## config.mk

```make
export PLATFORM = sky130hd
export DESIGN_NAME = addition_normalize_round
export DESIGN_NICKNAME = d
export VERILOG_FILES = /design/src/rtl/addition_normalize_round.sv
export SDC_FILE = /design/constraint.sdc
export NUM_CORES = 1
export LEC_CHECK = 0
export ABC_AREA = 1
export CORE_UTILIZATION = 55
export CTS_CLUSTER_SIZE = 25
export DETAILED_ROUTE_END_ITERATION = 8
export GPL_ROUTABILITY_DRIVEN = 0
export PLACE_DENSITY = 0.81
export SYNTH_ARGS = -nofsm -noshare
export SYNTH_HDL_FRONTEND = slang
export SYNTH_SLANG_ARGS = --single-unit
```

## constraint.sdc

```tcl
create_clock -name clk -period 2.33 [get_ports clk]
set_input_delay 0.233 -clock clk [delete_from_list [all_inputs] [get_ports clk]]
set_output_delay 0.233 -clock clk [all_outputs]
set_load 0.01 [all_outputs]
```

## src/rtl/addition_normalize_round.sv

```systemverilog
// Normalize and round stage of a floating-point adder: takes the raw aligned sum,
// normalizes it one bit per cycle, applies round-to-nearest-even and packs the result.
module addition_normalize_round #(
    parameter int DATA_WIDTH = 32,
    parameter int MENT_WIDTH = 23,
    parameter int EXPO_WIDTH = 8
) (
    input  logic                    clk,
    input  logic                    rst_n,
    input  logic                    in_valid,
    output logic                    in_ready,
    input  logic                    sum_sign_in,
    input  logic [EXPO_WIDTH-1:0]   bigger_exponent_in,
    input  logic [MENT_WIDTH+4:0]   sum_mantissa_in,
    output logic                    out_valid,
    input  logic                    out_ready,
    output logic [DATA_WIDTH-1:0]   floating_addition_out,
    output logic                    overflow_out,
    output logic                    underflow_out
);

    // state | meaning
    // IDLE  | waiting for a raw sum
    // SHIFT | left-normalizing after cancellation, one bit per cycle
    // ROUND | round-to-nearest-even and pack
    // DONE  | result held until downstream takes it
    typedef enum logic [1:0] {IDLE, SHIFT, ROUND, DONE} state_t;

    localparam int MW = MENT_WIDTH + 5;
    localparam int HW = MW - 1;
    localparam int XW = EXPO_WIDTH + 2;
    localparam logic [XW-1:0] EXP_ONE = XW'(1);
    localparam logic [XW-1:0] EXP_MAX = XW'((2 ** EXPO_WIDTH) - 1);

    state_t                 state_q, state_d;
    logic                   alive_q;
    logic                   sign_q, sign_d;
    logic [XW-1:0]          exp_q, exp_d, exp_in_w;
    // carry bit is folded away at capture, so only {hidden, fraction, g, r, s} is kept
    logic [HW-1:0]          mant_q, mant_d;
    logic [DATA_WIDTH-1:0]  result_q, result_d;
    logic                   ovf_q, ovf_d, unf_q, unf_d;

    logic                   round_up;
    logic [MENT_WIDTH+1:0]  sig_rnd;
    logic [XW-1:0]          exp_rnd;
    logic [MENT_WIDTH-1:0]  frac_rnd;
    logic                   hidden_rnd;

    assign in_ready              = alive_q && (state_q == IDLE);
    assign out_valid             = (state_q == DONE);
    assign floating_addition_out = result_q;
    assign overflow_out          = ovf_q;
    assign underflow_out         = unf_q;
    assign exp_in_w              = {2'b00, bigger_exponent_in};

    always_comb begin
        round_up = mant_q[2] & (mant_q[1] | mant_q[0] | mant_q[3]);
        sig_rnd  = {1'b0, mant_q[HW-1:3]} + {{(MENT_WIDTH+1){1'b0}}, round_up};
        if (sig_rnd[MENT_WIDTH+1]) begin
            frac_rnd   = '0;
            hidden_rnd = 1'b1;
            exp_rnd    = exp_q + EXP_ONE;
        end else begin
            frac_rnd   = sig_rnd[MENT_WIDTH-1:0];
            hidden_rnd = sig_rnd[MENT_WIDTH];
            exp_rnd    = exp_q;
        end
    end

    always_comb begin
        state_d  = state_q;
        sign_d   = sign_q;
        exp_d    = exp_q;
        mant_d   = mant_q;
        result_d = result_q;
        ovf_d    = ovf_q;
        unf_d    = unf_q;
        case (state_q)
            IDLE: begin
                if (in_valid && alive_q) begin
                    sign_d = sum_sign_in;
                    exp_d  = exp_in_w;
                    mant_d = sum_mantissa_in[HW-1:0];
                    if (sum_mantissa_in == '0) begin
                        result_d = '0;
                        ovf_d    = 1'b0;
                        unf_d    = 1'b0;
                        state_d  = DONE;
                    end else if (sum_mantissa_in[MW-1]) begin
                        mant_d  = {sum_mantissa_in[MW-1:2], sum_mantissa_in[1] | sum_mantissa_in[0]};
                        exp_d   = exp_in_w + EXP_ONE;
                        state_d = ROUND;
                    end else if (sum_mantissa_in[MW-2] || exp_in_w <= EXP_ONE) begin
                        state_d = ROUND;
                    end else begin
                        state_d = SHIFT;
                    end
                end
            end
            SHIFT: begin
                mant_d = {mant_q[HW-2:0], 1'b0};
                exp_d  = exp_q - EXP_ONE;
                if (mant_d[HW-1] || exp_d == EXP_ONE)
                    state_d = ROUND;
            end
            ROUND: begin
                if (exp_rnd >= EXP_MAX) begin
                    result_d = {sign_q, {EXPO_WIDTH{1'b1}}, {MENT_WIDTH{1'b0}}};
                    ovf_d    = 1'b1;
                    unf_d    = 1'b0;
                end else begin
                    result_d = {sign_q, hidden_rnd ? exp_rnd[EXPO_WIDTH-1:0] : {EXPO_WIDTH{1'b0}}, frac_rnd};
                    ovf_d    = 1'b0;
                    unf_d    = ~hidden_rnd;
                end
                state_d = DONE;
            end
            DONE: begin
                if (out_ready)
                    state_d = IDLE;
            end
            default: state_d = IDLE;
        endcase
    end

    always_ff @(posedge clk or negedge rst_n) begin
        if (!rst_n) begin
            state_q  <= IDLE;
            alive_q  <= 1'b0;
            sign_q   <= 1'b0;
            exp_q    <= '0;
            mant_q   <= '0;
            result_q <= '0;
            ovf_q    <= 1'b0;
            unf_q    <= 1'b0;
        end else begin
            state_q  <= state_d;
            alive_q  <= 1'b1;
            sign_q   <= sign_d;
            exp_q    <= exp_d;
            mant_q   <= mant_d;
            result_q <= result_d;
            ovf_q    <= ovf_d;
            unf_q    <= unf_d;
        end
    end

endmodule
```

* Yosys cells after proc, flatten, opt, wreduce, memory -nomap -nowiden *
Cells that the tools add are included.

word-level totals
  input port bits = 41
  flip-flop bits (word level) = 75

operators by class
  reductions and logical operators = 12
  bitwise gates (word level) = 5
  $lt $le $gt $ge = 2
  mux-type cells = 29
  $add $sub $neg = 4
  equality and inequality tests = 8

operators by type and width
  cell                                                                              number
  27-bit two-way mux                                                                3
  32-bit two-way mux                                                                2
  32-bit one-hot mux with 2 select lines                                            1
  27-bit one-hot mux with 2 select lines                                            1
  31-bit two-way mux                                                                1
  28-bit logical NOT                                                                1
  24-bit by 1-bit adder with 25-bit output                                          1
  23-bit two-way mux                                                                1
  10-bit two-way mux                                                                2
  10-bit one-hot mux with 2 select lines                                            1
  9-bit two-way mux                                                                 2
  2-bit two-way mux                                                                 6
  10-bit by 1-bit adder with 10-bit output, second input constant                   1
  10-bit by 1-bit equality test with 1-bit output, second input constant            1
  10-bit by 8-bit >= comparator with 1-bit output, second input constant            1
  10-bit by 1-bit subtractor with 10-bit output, second input constant              1
  8-bit by 1-bit adder with 9-bit output, second input constant                     1
  8-bit by 1-bit less-or-equal comparator with 1-bit output, second input constant  1
  8-bit two-way mux                                                                 1
  2-bit one-hot mux with 4 select lines                                             1
  2-bit by 1-bit inequality test with 1-bit output, second input constant           3
  3-bit AND reduction                                                               2
  1-bit two-way mux                                                                 5
  2-bit equality test, second input constant                                        2
  other kinds (11)                                                                  18

* Longest topological paths before layout *
  depth after elaboration = 8
  mapped depth = 17
  depth with buffers taken out = 17

* Least setup slack after synthesis *
OpenSTA, ideal clock, no wires.

  path kind = register to register
  start = reg mant_q[2]
  end = reg result_q[10] (netlist: floating_addition_out[10])
  library setup time = 119 ps
  arrival time = 1869 ps
  stages on the path, launching flop included = 17
  setup slack = 343 ps
  required time = 2211 ps
  cells stage by stage = dfrtp_1 > nand2_1 > inv_1 > ha_1 > nand3_1 > inv_1 > nand2_1 > inv_2 > nand2_4 > nand2_1 > nand2_1 > nand2_1 > nor2_2 > nand2_4 > buf_6 > nand4_1 > nand2_1

on the way
  cells in the longest elaborated chain, start to end = 6

RTL lines
  item                                             RTL line  source
  from (decl)                                      40        logic [HW-1:0] mant_q, mant_d;
  from (signal assigned)                           142       mant_q <= mant_d;
  1-bit bitwise AND (*)                            58        round_up = mant_q[2] & (mant_q[1] | mant_q[0] | mant_q[3]);
  24-bit by 1-bit adder with 25-bit output (*)     59        sig_rnd = {1'b0, mant_q[HW-1:3]} + {{(MENT_WIDTH+1){1'b0}}, round_up};
  10-bit two-way mux                               60        if (sig_rnd[MENT_WIDTH+1]) begin
  10-bit by 8-bit >= comparator with 1-bit output  108       if (exp_rnd >= EXP_MAX) begin
  31-bit two-way mux (*)                           108
  32-bit one-hot mux with 2 select lines (*)       79        case (state_q)
  to (signal assigned)                             143       result_q <= result_d;
  to (decl)                                        41        logic [DATA_WIDTH-1:0] result_q, result_d;

Every way passes the cells marked *; elsewhere a longest branch is shown, timed or not.
A chain may end at the register's enable or synchronous reset.

* Final worst setup path *
Same ends and word-level chain as after synthesis.

==> qor.yml <==
floorplan:
  core-area_sq_um: 8848
  rows: 34
  dieArea_sq_um: 9703
  start_util_pct: 57.89
  die_h_um: 98.51
  io_pins: 77
  die_w_um: 98.51
routing:
  routed_wl_um: 13590
  wl_per_cell_um: 14.58
  viasPerCell: 5.578
  num_vias: 5199
  drc: 6
  antenna_left: 0
  wl_met2_um: 6271
  drt_iter0_markers: 390
  top_layer_used: "met4"
  dr.pass1.iters: 9
  wl_met3_um: 887
  wl_met1_um: 6173
sta:
  maxSlewViolCount: 0
  fmax_mhz: 454.1
  slew_headroom_pct: 56.08
  final.setup.tns_ps: 0
  finalCritPeriodShare_pct: 94.51
  clock_skew_ps: 19.62
  hold_viol: 0
  setup_viol: 0
  min_period_ps: 2202
  tightest_slew_ps: 658.7
worst_setup_path:
  critPathArrivalTime_ps: 2430
  worstPathRequired_ps: 2560
  worstPathMaxFanout: 6
  rr_worst_depth: 16
  critPathLaunchType: "flip-flop"
  r2r_slack_ps: 130
  endpoint_kind: "flip-flop"
  crit_type: "flip-flop to flip-flop"
placed_design:
  portBuffers: 76
  postPlaceCellArea_sq_um: 6035
  dp_cells: 910
  hpwl_um: 10030
logic_synthesis:
  netlist_instances: 739
  synth-seq-area-share_pct: 36.64
  syn_nets: 791
  synth_area_sq_um: 5122
  avgSynthCellArea_sq_um: 6.932
  ys_seq_elements: 75
  synth_cell_types: 36
  yosysWarnings: 0
grt:
  grt_use_total_pct: 28.87
  grt_first_pass_wirelength_um: 22430
  grt.overflow.total: 0
  antenna_found_initial: 0
  grt_pass1_vias: 4767
  grt_max_degree: 48
clocking:
  path_clk_slew_ps: 90
  cts-root-buf: "clkbuf_8"
  clock_path_buffers: 2
  htree_num_levels: 3
  cts.sinks: 75
  cts_tree: "done"
  cts_made_buffers: 9
  clk_latency_ps: 360
run_status:
  status: "complete, but fails checks"
  violations: "DRC"
cells_and_area:
  finish.net_count: 871
  synthToLayoutAreaGrowth_pct: 24.60
  fin_area_sq_um: 6382
  layout-drive-gt1-share_pct: 8.010
  antenna_cells: 0
  stdcell_count: 932
flow_run:
  cap_violations: 0
power_and_ir_drop:
  leakagePower_nw: 3.107
  power_density_nw_per_um2: 1074
  peakVddDrop_v: 0.0006928
min_path:
  min_path_type: "input pin to async pin"
## metal layers
metal  global-route usage [%]  vias to the layer above
met3                    3.475                       27
met5                        0                        -
li1                         -                     2575
met4                    11.02                        0
met1                    39.91                     2355
met2                    46.75                      242
## worst paths after layout
check                                                  to                      from
worst max-delay path            floating_addition_out[10]                 mant_q[2]
worst min-delay path             floating_addition_out[8]                     rst_n
worst max register to register  floating_addition_out[10]                 mant_q[2]
worst min register to register   floating_addition_out[7]  floating_addition_out[7]
max in group asynchronous                      mant_q[16]                     rst_n
min in group clk                                   sign_q               sum_sign_in
## state kept, by name, indices dropped and copies added (netlist names)
signal	flops
exp_q	10
alive_q	1
overflow_out	1
mant_q	27
state_q	2
sign_q	1
floating_addition_out	32
underflow_out	1
## worst max-delay path: stages, from the launching register on
cell     delay [ps]
dfrtp_1         430
nand2_2         120
inv_1            80
ha_4            160
nand3_2          70
inv_2            60
nand2_4         120
inv_8            50
buf_4           140
nand3_1          70
nand2_1          60
inv_1            60
nand2_1          80
nor2_4          220
nand2_2         150
nand4_1         110
nand2_1          70
## where the power goes
part | leakage (nW) | total, mW | switching (mW) | internal (mW)
Combinational | 2.02 | 3.27 | 1.92 | 1.35
Sequential | 0.972 | 2.37 | 0.543 | 1.83
Clock | 0.119 | 1.21 | 0.504 | 0.709
Total | 3.11 | 6.86 | 2.97 | 3.89
## cell type report
cell class | count | area [sq um]
Multi-Input combinational cell | 547 | 2835
Fill cell | 711 | 2466
Sequential cell | 75 | 1878
Timing Repair Buffer | 95 | 938.4
Inverter | 91 | 355.3
Tap cell | 108 | 135.1
Clock buffer | 9 | 123.9
Clock inverter | 7 | 116.4
## per-stage QoR
| step | utilization, % | hold slack, ps | setup WS [ps] | total power, mW |
|---|---|---|---|---|
| floorplan | - | -62.59 | 342.7 | 4.292 |
| global placement | 68.20 | 292.8 | -61.73 | 5.420 |
| detailed placement | 68.20 | 293.2 | -139.5 | 5.529 |
| CTS | 71.21 | 454.0 | 16.92 | 6.770 |
| global route | 72.13 | 494.1 | -6.673 | 7.376 |
| finish | 72.13 | 441.0 | 128.0 | 6.857 |
## cell usage in the layout, fill, tap and decap left out, types with 11 or more instances in the layout
| cell type | count |
|---|---|
| nand2_1 | 222 |
| inv_1 | 81 |
| clkdlybuf4s50_1 | 75 |
| dfrtp_1 | 74 |
| nor2_1 | 65 |
| o21ai_0 | 55 |
| nand3_1 | 54 |
| nand4_1 | 30 |
| xor2_1 | 23 |
| o221ai_1 | 22 |
| buf_4 | 15 |
| a21oi_1 | 11 |
## cells in the mapped netlist
library cell / number / share of area (%)
nor2_1: 65 / 4.8
nand4_1: 30 / 3.7
nand2_1: 224 / 16
buf_4: 2 / 0.29
xor2_1: 23 / 3.9
nor2_8: 1 / 0.39
clkinv_1: 4 / 0.29
nand3_1: 55 / 5.4
o21ai_1: 2 / 0.20
o22ai_1: 3 / 0.37
buf_6: 2 / 0.44
inv_2: 5 / 0.37
ha_1: 11 / 2.7
o41ai_1: 1 / 0.17
nand2_2: 5 / 0.61
o221ai_1: 22 / 3.8
inv_1: 82 / 6.0
conb_1: 1 / 0.073
buf_1: 2 / 0.15
nand2_4: 3 / 0.66
nor3_1: 10 / 0.98
a22oi_1: 2 / 0.29
nand3b_1: 1 / 0.15
mux2i_1: 1 / 0.20
dfrtp_1: 75 / 37
nor3b_1: 1 / 0.15
nor2_4: 4 / 0.88
o211ai_1: 6 / 0.88
xnor2_1: 3 / 0.51
or2_2: 1 / 0.12
buf_2: 1 / 0.098
clkbuf_1: 21 / 1.5
o21ai_0: 55 / 5.4
nor2_2: 3 / 0.37
a21oi_1: 11 / 1.1
o21bai_1: 1 / 0.15
## logic make-up (layout without fill, tap and decap cells)
family	count (synthesis)	after routing	share of synthesized area, %
muxes	1	1	0.1954
DFF	75	75	36.64
adders and majority gates	11	11	2.687
and+or+nand+nor	403	405	34.51
AOI/OAI and AO/OA	103	103	12.26
xor gates and xnor gates	26	26	4.446
other	1	1	0.07321
buffers and inverters	119	202	9.184
## repair_timing
| action | CTS | global route |
|---|---|---|
| pin swaps | 1 | 3 |
| gates cloned | 1 | 1 |
| resized for setup | 3 | 15 |
| hold endpoints to repair | 29 | 0 |
| buffers inserted | 0 | 3 |
| endpoints found under the setup margin | 33 | 33 |
| hold buffers | 1 | 0 |
Power figures use the tool's default switching activity.
